**src/rtl/uart_wide_ram_bridge.sv**
```systemverilog
// UART frame to multi-RAM bridge: byte-stream writes of little-endian words, and
// read bursts that are echoed and returned LSB first through a handshaked transmitter.
//
// state    | meaning
// IDLE     | waiting for byte0 {rw, slave_id}
// ADDR     | shifting in address bytes, MSB first
// WDATA    | assembling write words, one strobe per completed word
// RLEN     | waiting for word count byte L (L+1 words)
// RREQ     | read strobe to selected RAM
// RCAP     | capture returned word into shift register
// RSEND    | launch next byte once transmitter is free
// RWAIT_HI | wait for transmitter to go busy
// RWAIT_LO | wait for transmitter to finish
module uart_wide_ram_bridge #(
   parameter int NUM_RAMS       = 2,
   parameter int RAM_WIDTH      = 16,
   parameter int RAM_ADDR_BITS  = 13,
   parameter int NUM_ADDR_BYTES = 2,
   parameter int BASE_SLAVE_ID  = 1
) (
   input  logic                          clk,
   input  logic                          rst_n_sync,
   input  logic [7:0]                    rx_data_out,
   input  logic                          rx_data_valid,
   input  logic                          rx_block_timeout,
   input  logic                          tx_bsy,
   output logic                          tx_trig,
   output logic [7:0]                    send_data,
   output logic [RAM_ADDR_BITS-1:0]      ram_address,
   output logic [RAM_WIDTH-1:0]          ram_write_data,
   output logic [NUM_RAMS-1:0]           ram_write_enable,
   output logic [NUM_RAMS-1:0]           ram_read_enable,
   input  logic [NUM_RAMS*RAM_WIDTH-1:0] ram_read_data
);

   localparam int BPW = RAM_WIDTH / 8;

   typedef enum logic [3:0] {
      IDLE, ADDR, WDATA, RLEN, RREQ, RCAP, RSEND, RWAIT_HI, RWAIT_LO
   } state_t;

   state_t                   state_q, state_d;
   logic                     rw_q, rw_d;
   logic [6:0]               id_q, id_d;
   logic                     hit_q, hit_d;
   logic [2:0]               sel_q, sel_d;
   logic [7:0]               cnt_q, cnt_d;
   logic [7:0]               len_q, len_d;
   logic                     echo_q, echo_d;
   logic                     inc_q, inc_d;
   logic [RAM_WIDTH-1:0]     wbuf_q, wbuf_d;
   logic [RAM_WIDTH-1:0]     shift_q, shift_d;
   logic [RAM_ADDR_BITS-1:0] addr_q, addr_d;
   logic [RAM_WIDTH-1:0]     wdata_q, wdata_d;
   logic [NUM_RAMS-1:0]      we_q, we_d;
   logic                     tx_trig_q, tx_trig_d;
   logic [7:0]               send_q, send_d;

   logic                     id_hit;
   logic [2:0]               id_sel;
   logic [NUM_RAMS-1:0]      onehot;
   logic [RAM_WIDTH-1:0]     rd_sel;
   logic [RAM_WIDTH-1:0]     wbuf_tmp;

   assign id_hit = (int'(rx_data_out[6:0]) >= BASE_SLAVE_ID) &&
                   (int'(rx_data_out[6:0]) <  BASE_SLAVE_ID + NUM_RAMS);
   assign id_sel = 3'(int'(rx_data_out[6:0]) - BASE_SLAVE_ID);
   assign onehot = NUM_RAMS'(1) << sel_q;

   always_comb begin
      rd_sel = '0;
      for (int k = 0; k < NUM_RAMS; k++) begin
         if (sel_q == 3'(k)) rd_sel = ram_read_data[k*RAM_WIDTH +: RAM_WIDTH];
      end
   end

   always_comb begin
      wbuf_tmp = wbuf_q;
      for (int b = 0; b < BPW; b++) begin
         if (cnt_q == 8'(b)) wbuf_tmp[b*8 +: 8] = rx_data_out;
      end
   end

   always_comb begin
      state_d   = state_q;
      rw_d      = rw_q;
      id_d      = id_q;
      hit_d     = hit_q;
      sel_d     = sel_q;
      cnt_d     = cnt_q;
      len_d     = len_q;
      echo_d    = echo_q;
      inc_d     = 1'b0;
      wbuf_d    = wbuf_q;
      shift_d   = shift_q;
      addr_d    = addr_q;
      wdata_d   = wdata_q;
      we_d      = '0;
      tx_trig_d = 1'b0;
      send_d    = send_q;
      // address steps in the same cycle the write strobe is visible
      if (inc_q) addr_d = addr_q + 1'b1;
      case (state_q)
         IDLE: begin
            if (rx_data_valid) begin
               rw_d    = rx_data_out[7];
               id_d    = rx_data_out[6:0];
               hit_d   = id_hit;
               sel_d   = id_sel;
               cnt_d   = '0;
               state_d = ADDR;
            end
         end
         ADDR: begin
            if (rx_data_valid) begin
               addr_d = RAM_ADDR_BITS'({addr_q, rx_data_out});
               if (cnt_q == 8'(NUM_ADDR_BYTES - 1)) begin
                  cnt_d   = '0;
                  state_d = rw_q ? RLEN : WDATA;
               end else begin
                  cnt_d = cnt_q + 8'd1;
               end
            end
            if (rx_block_timeout) state_d = IDLE;
         end
         WDATA: begin
            if (rx_data_valid) begin
               wbuf_d = wbuf_tmp;
               if (cnt_q == 8'(BPW - 1)) begin
                  wdata_d = wbuf_tmp;
                  we_d    = hit_q ? onehot : '0;
                  inc_d   = 1'b1;
                  cnt_d   = '0;
               end else begin
                  cnt_d = cnt_q + 8'd1;
               end
            end
            if (rx_block_timeout) state_d = IDLE;
         end
         RLEN: begin
            if (rx_data_valid) begin
               len_d        = rx_data_out;
               echo_d       = 1'b1;
               shift_d      = '0;
               shift_d[7:0] = {1'b1, id_q};
               state_d      = RSEND;
            end else if (rx_block_timeout) begin
               state_d = IDLE;
            end
         end
         RREQ: state_d = RCAP;
         RCAP: begin
            shift_d = hit_q ? rd_sel : '0;
            addr_d  = addr_q + 1'b1;
            cnt_d   = '0;
            state_d = RSEND;
         end
         RSEND: begin
            if (!tx_bsy) begin
               tx_trig_d = 1'b1;
               send_d    = shift_q[7:0];
               state_d   = RWAIT_HI;
            end
         end
         RWAIT_HI: if (tx_bsy) state_d = RWAIT_LO;
         RWAIT_LO: begin
            if (!tx_bsy) begin
               if (echo_q) begin
                  echo_d  = 1'b0;
                  state_d = RREQ;
               end else begin
                  shift_d = shift_q >> 8;
                  if (cnt_q == 8'(BPW - 1)) begin
                     cnt_d = '0;
                     if (len_q == 8'd0) begin
                        state_d = IDLE;
                     end else begin
                        len_d   = len_q - 8'd1;
                        state_d = RREQ;
                     end
                  end else begin
                     cnt_d   = cnt_q + 8'd1;
                     state_d = RSEND;
                  end
               end
            end
         end
         default: state_d = IDLE;
      endcase
   end

   always_ff @(posedge clk) begin
      if (!rst_n_sync) begin
         state_q   <= IDLE;
         rw_q      <= 1'b0;
         id_q      <= '0;
         hit_q     <= 1'b0;
         sel_q     <= '0;
         cnt_q     <= '0;
         len_q     <= '0;
         echo_q    <= 1'b0;
         inc_q     <= 1'b0;
         wbuf_q    <= '0;
         shift_q   <= '0;
         addr_q    <= '0;
         wdata_q   <= '0;
         we_q      <= '0;
         tx_trig_q <= 1'b0;
         send_q    <= '0;
      end else begin
         state_q   <= state_d;
         rw_q      <= rw_d;
         id_q      <= id_d;
         hit_q     <= hit_d;
         sel_q     <= sel_d;
         cnt_q     <= cnt_d;
         len_q     <= len_d;
         echo_q    <= echo_d;
         inc_q     <= inc_d;
         wbuf_q    <= wbuf_d;
         shift_q   <= shift_d;
         addr_q    <= addr_d;
         wdata_q   <= wdata_d;
         we_q      <= we_d;
         tx_trig_q <= tx_trig_d;
         send_q    <= send_d;
      end
   end

   // read strobe is combinational so RAM data lands while in RCAP
   assign ram_read_enable  = (state_q == RREQ && hit_q) ? onehot : '0;
   assign ram_write_enable = we_q;
   assign ram_write_data   = wdata_q;
   assign ram_address      = addr_q;
   assign tx_trig          = tx_trig_q;
   assign send_data        = send_q;

endmodule

```
**config.mk**
```make
export PLATFORM = sky130hd
export DESIGN_NAME = uart_wide_ram_bridge
export DESIGN_NICKNAME = d
export VERILOG_FILES = /design/src/rtl/uart_wide_ram_bridge.sv
export SDC_FILE = /design/constraint.sdc
export NUM_CORES = 1
export LEC_CHECK = 0
export CAP_MARGIN = 25
export CORE_MARGIN = 4
export CORE_UTILIZATION = 54
export CTS_CLUSTER_SIZE = 16
export DETAILED_ROUTE_END_ITERATION = 7
export PLACE_DENSITY_LB_ADDON = 0.25
export SETUP_SLACK_MARGIN = 0.15
export SLEW_MARGIN = 20
export SYNTH_ARGS = -nofsm -noshare
export SYNTH_HDL_FRONTEND = slang
export SYNTH_SLANG_ARGS = --single-unit
```
**constraint.sdc**
```tcl
create_clock -name clk -period 2.3 [get_ports clk]
set_input_delay 0.345 -clock clk [delete_from_list [all_inputs] [get_ports clk]]
set_output_delay 0.345 -clock clk [all_outputs]
set_load 0.03 [all_outputs]
```
# After elaboration in Yosys (flattened, before gate mapping)
# Cells that the tools add are included.
# totals
reg_bits,106
output_inout_bits,42
input_bits,45
elab_cells,111
# op_classes
bitwise,1
shifts,1
eq_ne,21
n_lt_le_gt_ge,2
addsub,4
n_reduce_logical,22
muxes,44
# ops
op,count
$mux 16,6
$mux 8,12
$pmux 16 s3,1
$mux 4,11
$pmux 4 s9,1
$pmux 8 s4,1
$mux 13,2
$pmux 13 s2,1
$eq 4x3->1 const B,4
$logic_not 8->1,2
$ne 2x2->1 const B,8
$pmux 8 s2,1
$add 13x1->13 const B,1
$reduce_and 6->1,2
$reduce_and 5->1,2
$reduce_and 3->1,3
$add 8x1->8 const B,1
$eq 4x2->1 const B,2
$eq 8x1->1 const B,1
$reduce_and 2->1,4
$sub 8x1->8 const B,1
$ge 7x1->1 const B,1
$lt 7x2->1 const B,1
$ne 3x3->1 const B,2
other kinds (19),24

# Depth between registers and ports, before layout
# logic_depth
ltp_word,6
mapped_depth,9
mapped_depth_nobuf,7

# Least setup slack after synthesis
# Ideal clock, no wire load.
# synth_path
path_type,reg2out
start,reg state_q[1]
end,out ram_read_enable[0]
arrival_ns,1.662
stages_incl_launch_ff,6
n_path_buf,3
slack_ns,0.293
t_required_ns,1.955
path_cell_list,dfxtp_1 buf_6 clkbuf_1 clkbuf_1 nand3b_1 nor3_1
# synth_between
elab_chain_len,3
# synth_lines
element,line_no,rtl
start: declaration,42,"state_t state_q, state_d;"
start signal: assignment,211,state_q <= state_d;
$eq 4x3->1,231,assign ram_read_enable = (state_q == RREQ && hit_q) ? onehot : '0;
$logic_and 1x1->1,231,
$mux 2,231,
end: declaration,32,"output logic [NUM_RAMS-1:0] ram_read_enable,"
# Every way passes these cells.

# Worst setup path in the final report
# layout_path
start,reg addr_q[1] (netlist: ram_address[1])
end,reg addr_q[12] (netlist: ram_address[12])
# layout_between
elab_chain_len,4
# layout_lines
element,line_no,rtl
start: declaration,53,"logic [RAM_ADDR_BITS-1:0] addr_q, addr_d;"
start signal: assignment,222,addr_q <= addr_d;
$add 13x1->13 (*),"102, 154",
$mux 13,102,if (inc_q) addr_d = addr_q + 1'b1;
$mux 13,115,if (rx_data_valid) begin
$pmux 13 s2 (*),103,case (state_q)
# Every way passes the cells marked *; elsewhere a longest branch is shown, timed or not.
# A chain may end at the register's enable or synchronous reset.

==> results.yml <==
status:
  status: "finished, final reports clean"
drt:
  top_layer: "met4"
  met3WireLength_um: 1020
  drtIter0Drc: 337
  met1Wirelength_um: 6210
  firstDrtPassIters: 5
  dr_wl_met2_um: 7100
  antenna_left: 0
  wl_per_cell_um: 16.7
  viasPerCell: 5.86
  vias: 5141
  drc: 0
  drt-total-wl_um: 14600
global_routing:
  gr-total-overflow: 0
  grt_pass1_vias: 4814
  grt_usage_pct: 25.2
  grt_pass1_wl_um: 23500
  grt_max_degree: 36
  grt_antenna_before_repair: 0
floorplan:
  die_h_um: 108
  start_util_pct: 55.1
  die_area_um2: 11600
  fp.dieW_um: 108
  io_pins: 87
  num_rows: 36
  core_area_um2: 9730
logic_synthesis:
  yosys_most_used_dff: "dfxtp_1"
  ys_seq_elements: 98
  syn_inst: 653
  ys_types: 68
  ys_async_sr_fraction_pct: 0
  synth.net_count: 705
  netlist_area_um2: 5360
  syn_area_per_cell_um2: 8.21
  synth_edf_count: 0
  ys_warn_count: 0
  yosysSeqAreaShare_pct: 36.6
power_and_ir_drop:
  switching_share_pct: 30.8
  combPwrFrac_pct: 21.2
  peakVddDrop_mv: 0.305
  leakagePower_nw: 2.38
  net-switching-power_mw: 1.20
  clockPowerShare_pct: 31.7
  seq_power_share_pct: 47.1
  intPower_mw: 2.68
  power_density_nw_per_um2: 576
placed_design:
  pre_cts_ws_ns: 0.126
  placed_cell_area_um2: 6460
  port_buffers: 86
  hpwl_um: 10400
  gp_congestion: 0.933
cts:
  cts_tree: "built"
  htreeDepth: 3
  cts_root_buf: "clkbuf_8"
  cts_hold_buffers: 0
  cts_sinks: 98
  cts.path.max_buffers: 2
  path_clk_slew_ns: 0.11
  clkLatencyLatePin_ns: 0.37
  cts_buffers: 9
critical_path:
  critPathMaxStageDelay_ns: 0.51
  worstPathRequired_ns: 2.58
  crit_fanout: 8
  path_cells: "ha_1 -> nand4_1 -> nor4_1 -> xnor2_1 -> o22ai_1 -> o21a_1"
  crit_type: "flip-flop to flip-flop"
  slowest_stage: "dfxtp_1"
  cp.arrival_ns: 2.36
  end_kind: "flip-flop"
  critPathLaunchType: "flip-flop"
sta:
  report.final.hold_viol_count: 0
  fin_ws_ns: 0.223
  tightest_slew_ns: 0.543
  fmax_mhz: 481
  hold_ws_ns: 0.461
  relSlewSlack_pct: 63.5
  maxSlewViolCount: 0
  rsz0062_at_grt: "no"
  finalCritPeriodShare_pct: 90.3
  finalCriticalPeriod_ns: 2.08
  tns_ns: 0
  setup_viol: 0
  fin_worst_skew_ns: 0.00971
finish:
  mostFrequentLayoutCells: "dfxtp_1 (96), clkdlybuf4s50_1 (84), nor2_1 (82)"
  fin_util_pct: 69.2
  final_cell_area_um2: 6730
  layout_commonest_cell: "dfxtp_1"
  drive_gt1_share_pct: 12.2
  n_fill_cell: 829
  num_antenna_cells: 0
  syn2layout_area_growth_pct: 25.7
  nets: 792
min_path:
  hold_path.class: "flip-flop to flip-flop"
run:
  maxCapViolCount: 0
path summary, 6_finish.rpt:
check,startpoint,to,slack [ns],cells past startpoint
max reg2reg,ram_address[1]$_SDFF_PN0_,ram_address[12]$_SDFF_PN0_,0.22,6
min reg2reg,ram_write_data[11]$_SDFFE_PN0P_,ram_write_data[11]$_SDFFE_PN0P_,0.46,2
max,ram_address[1]$_SDFF_PN0_,ram_address[12]$_SDFF_PN0_,0.22,6
min,ram_write_data[11]$_SDFFE_PN0P_,ram_write_data[11]$_SDFFE_PN0P_,0.46,2
cell families (layout without fill, tap and decap cells):
| kind of cell | count (synthesis) | count (layout) | synth area share (%) |
|---|---|---|---|
| simple gates | 241 | 241 | 22.6 |
| flops | 98 | 98 | 36.6 |
| mux | 43 | 43 | 8.03 |
| buf+inv | 67 | 159 | 5.88 |
| fa+ha+maj | 7 | 7 | 1.63 |
| compound gates | 172 | 172 | 21.1 |
| xor+xnor | 25 | 25 | 4.09 |
sequential cells by signal (all words and copies together), names as in the netlist:
name / count
state_q: 4
len_q: 8
ram_write_enable: 2
inc_q: 1
ram_write_data: 16
cnt_q: 8
sel_q: 3
id_q: 7
shift_q: 16
wbuf_q: 8
hit_q: 1
tx_trig: 1
send_data: 8
rw_q: 1
ram_address: 13
echo_q: 1
worst max-delay path, delay by kind of cell (launching register included):
family | cells | cell delay [ns]
fa+ha+maj | 1 | 0.33
compound gates | 2 | 0.28
flops | 1 | 0.51
xor+xnor | 1 | 0.19
simple gates | 2 | 0.68
cell type report:
cell class              count  area, µm²  share of cell area (%)
clock buffers              10        138                    2.04
clock inverters             6       82.6                    1.23
inverters                  13       48.8                   0.725
multi-input cells         488       3120                    46.3
flip-flops and latches     98       1960                    29.2
well taps                 133        166                    2.47
repair buffers            130       1210                    18.0
synth_stat cells, types with 5 or more instances:
| cell type | count | area, µm² |
|---|---|---|
| nor4_1 | 5 | 31.3 |
| ha_1 | 7 | 87.6 |
| o22ai_1 | 14 | 87.6 |
| nor2_1 | 83 | 312 |
| nand3_1 | 15 | 75.1 |
| buf_6 | 5 | 56.3 |
| a31oi_1 | 6 | 37.5 |
| a21oi_1 | 58 | 290 |
| buf_2 | 9 | 45.0 |
| xnor2_1 | 16 | 140 |
| xor2_1 | 9 | 78.8 |
| o21a_1 | 17 | 128 |
| nor3b_1 | 5 | 37.5 |
| nor3_1 | 12 | 60.1 |
| a21o_1 | 6 | 45.0 |
| nand2_1 | 68 | 255 |
| nand2b_1 | 5 | 31.3 |
| mux2i_1 | 43 | 430 |
| a211oi_1 | 10 | 75.1 |
| o21ai_0 | 27 | 135 |
| inv_1 | 11 | 41.3 |
| dfxtp_1 | 98 | 1960 |
| nand4_1 | 11 | 68.8 |
| clkbuf_1 | 36 | 135 |
power by group through the flow:
stage / clock [mW] / combinational (mW) / sequential [mW]
4_1_cts: 1.25 / 0.806 / 1.82
5_1_grt: 1.32 / 0.888 / 1.84
6_report: 1.23 / 0.823 / 1.83
3_3_place_gp: 0 / 0.787 / 1.86
3_5_place_dp: 0 / 0.801 / 1.86
2_1_floorplan: 0 / 0.475 / 1.89
through the flow:
step                      total power, mW  cells
final                                3.88    878
after global routing                 4.04    878
after CTS                            3.87    876
after detailed placement             2.66    860
after global placement               2.65    860
after floorplan                      2.36    653
routing by layer:
metal | vias up | track usage, %
li1 | 2491 | -
met1 | 2421 | 32.7
met2 | 201 | 41.2
met3 | 28 | 5.40
met4 | 0 | 8.93
met5 | - | 0
repair_timing:
item,4_1_cts,5_1_grt
endpoints found under the hold margin,0,0
gates cloned,0,0
setup endpoints to repair,1,38
resized for setup,4,9
pin swaps,0,1
setup buffers,0,2
Power figures use the tool's default switching activity.
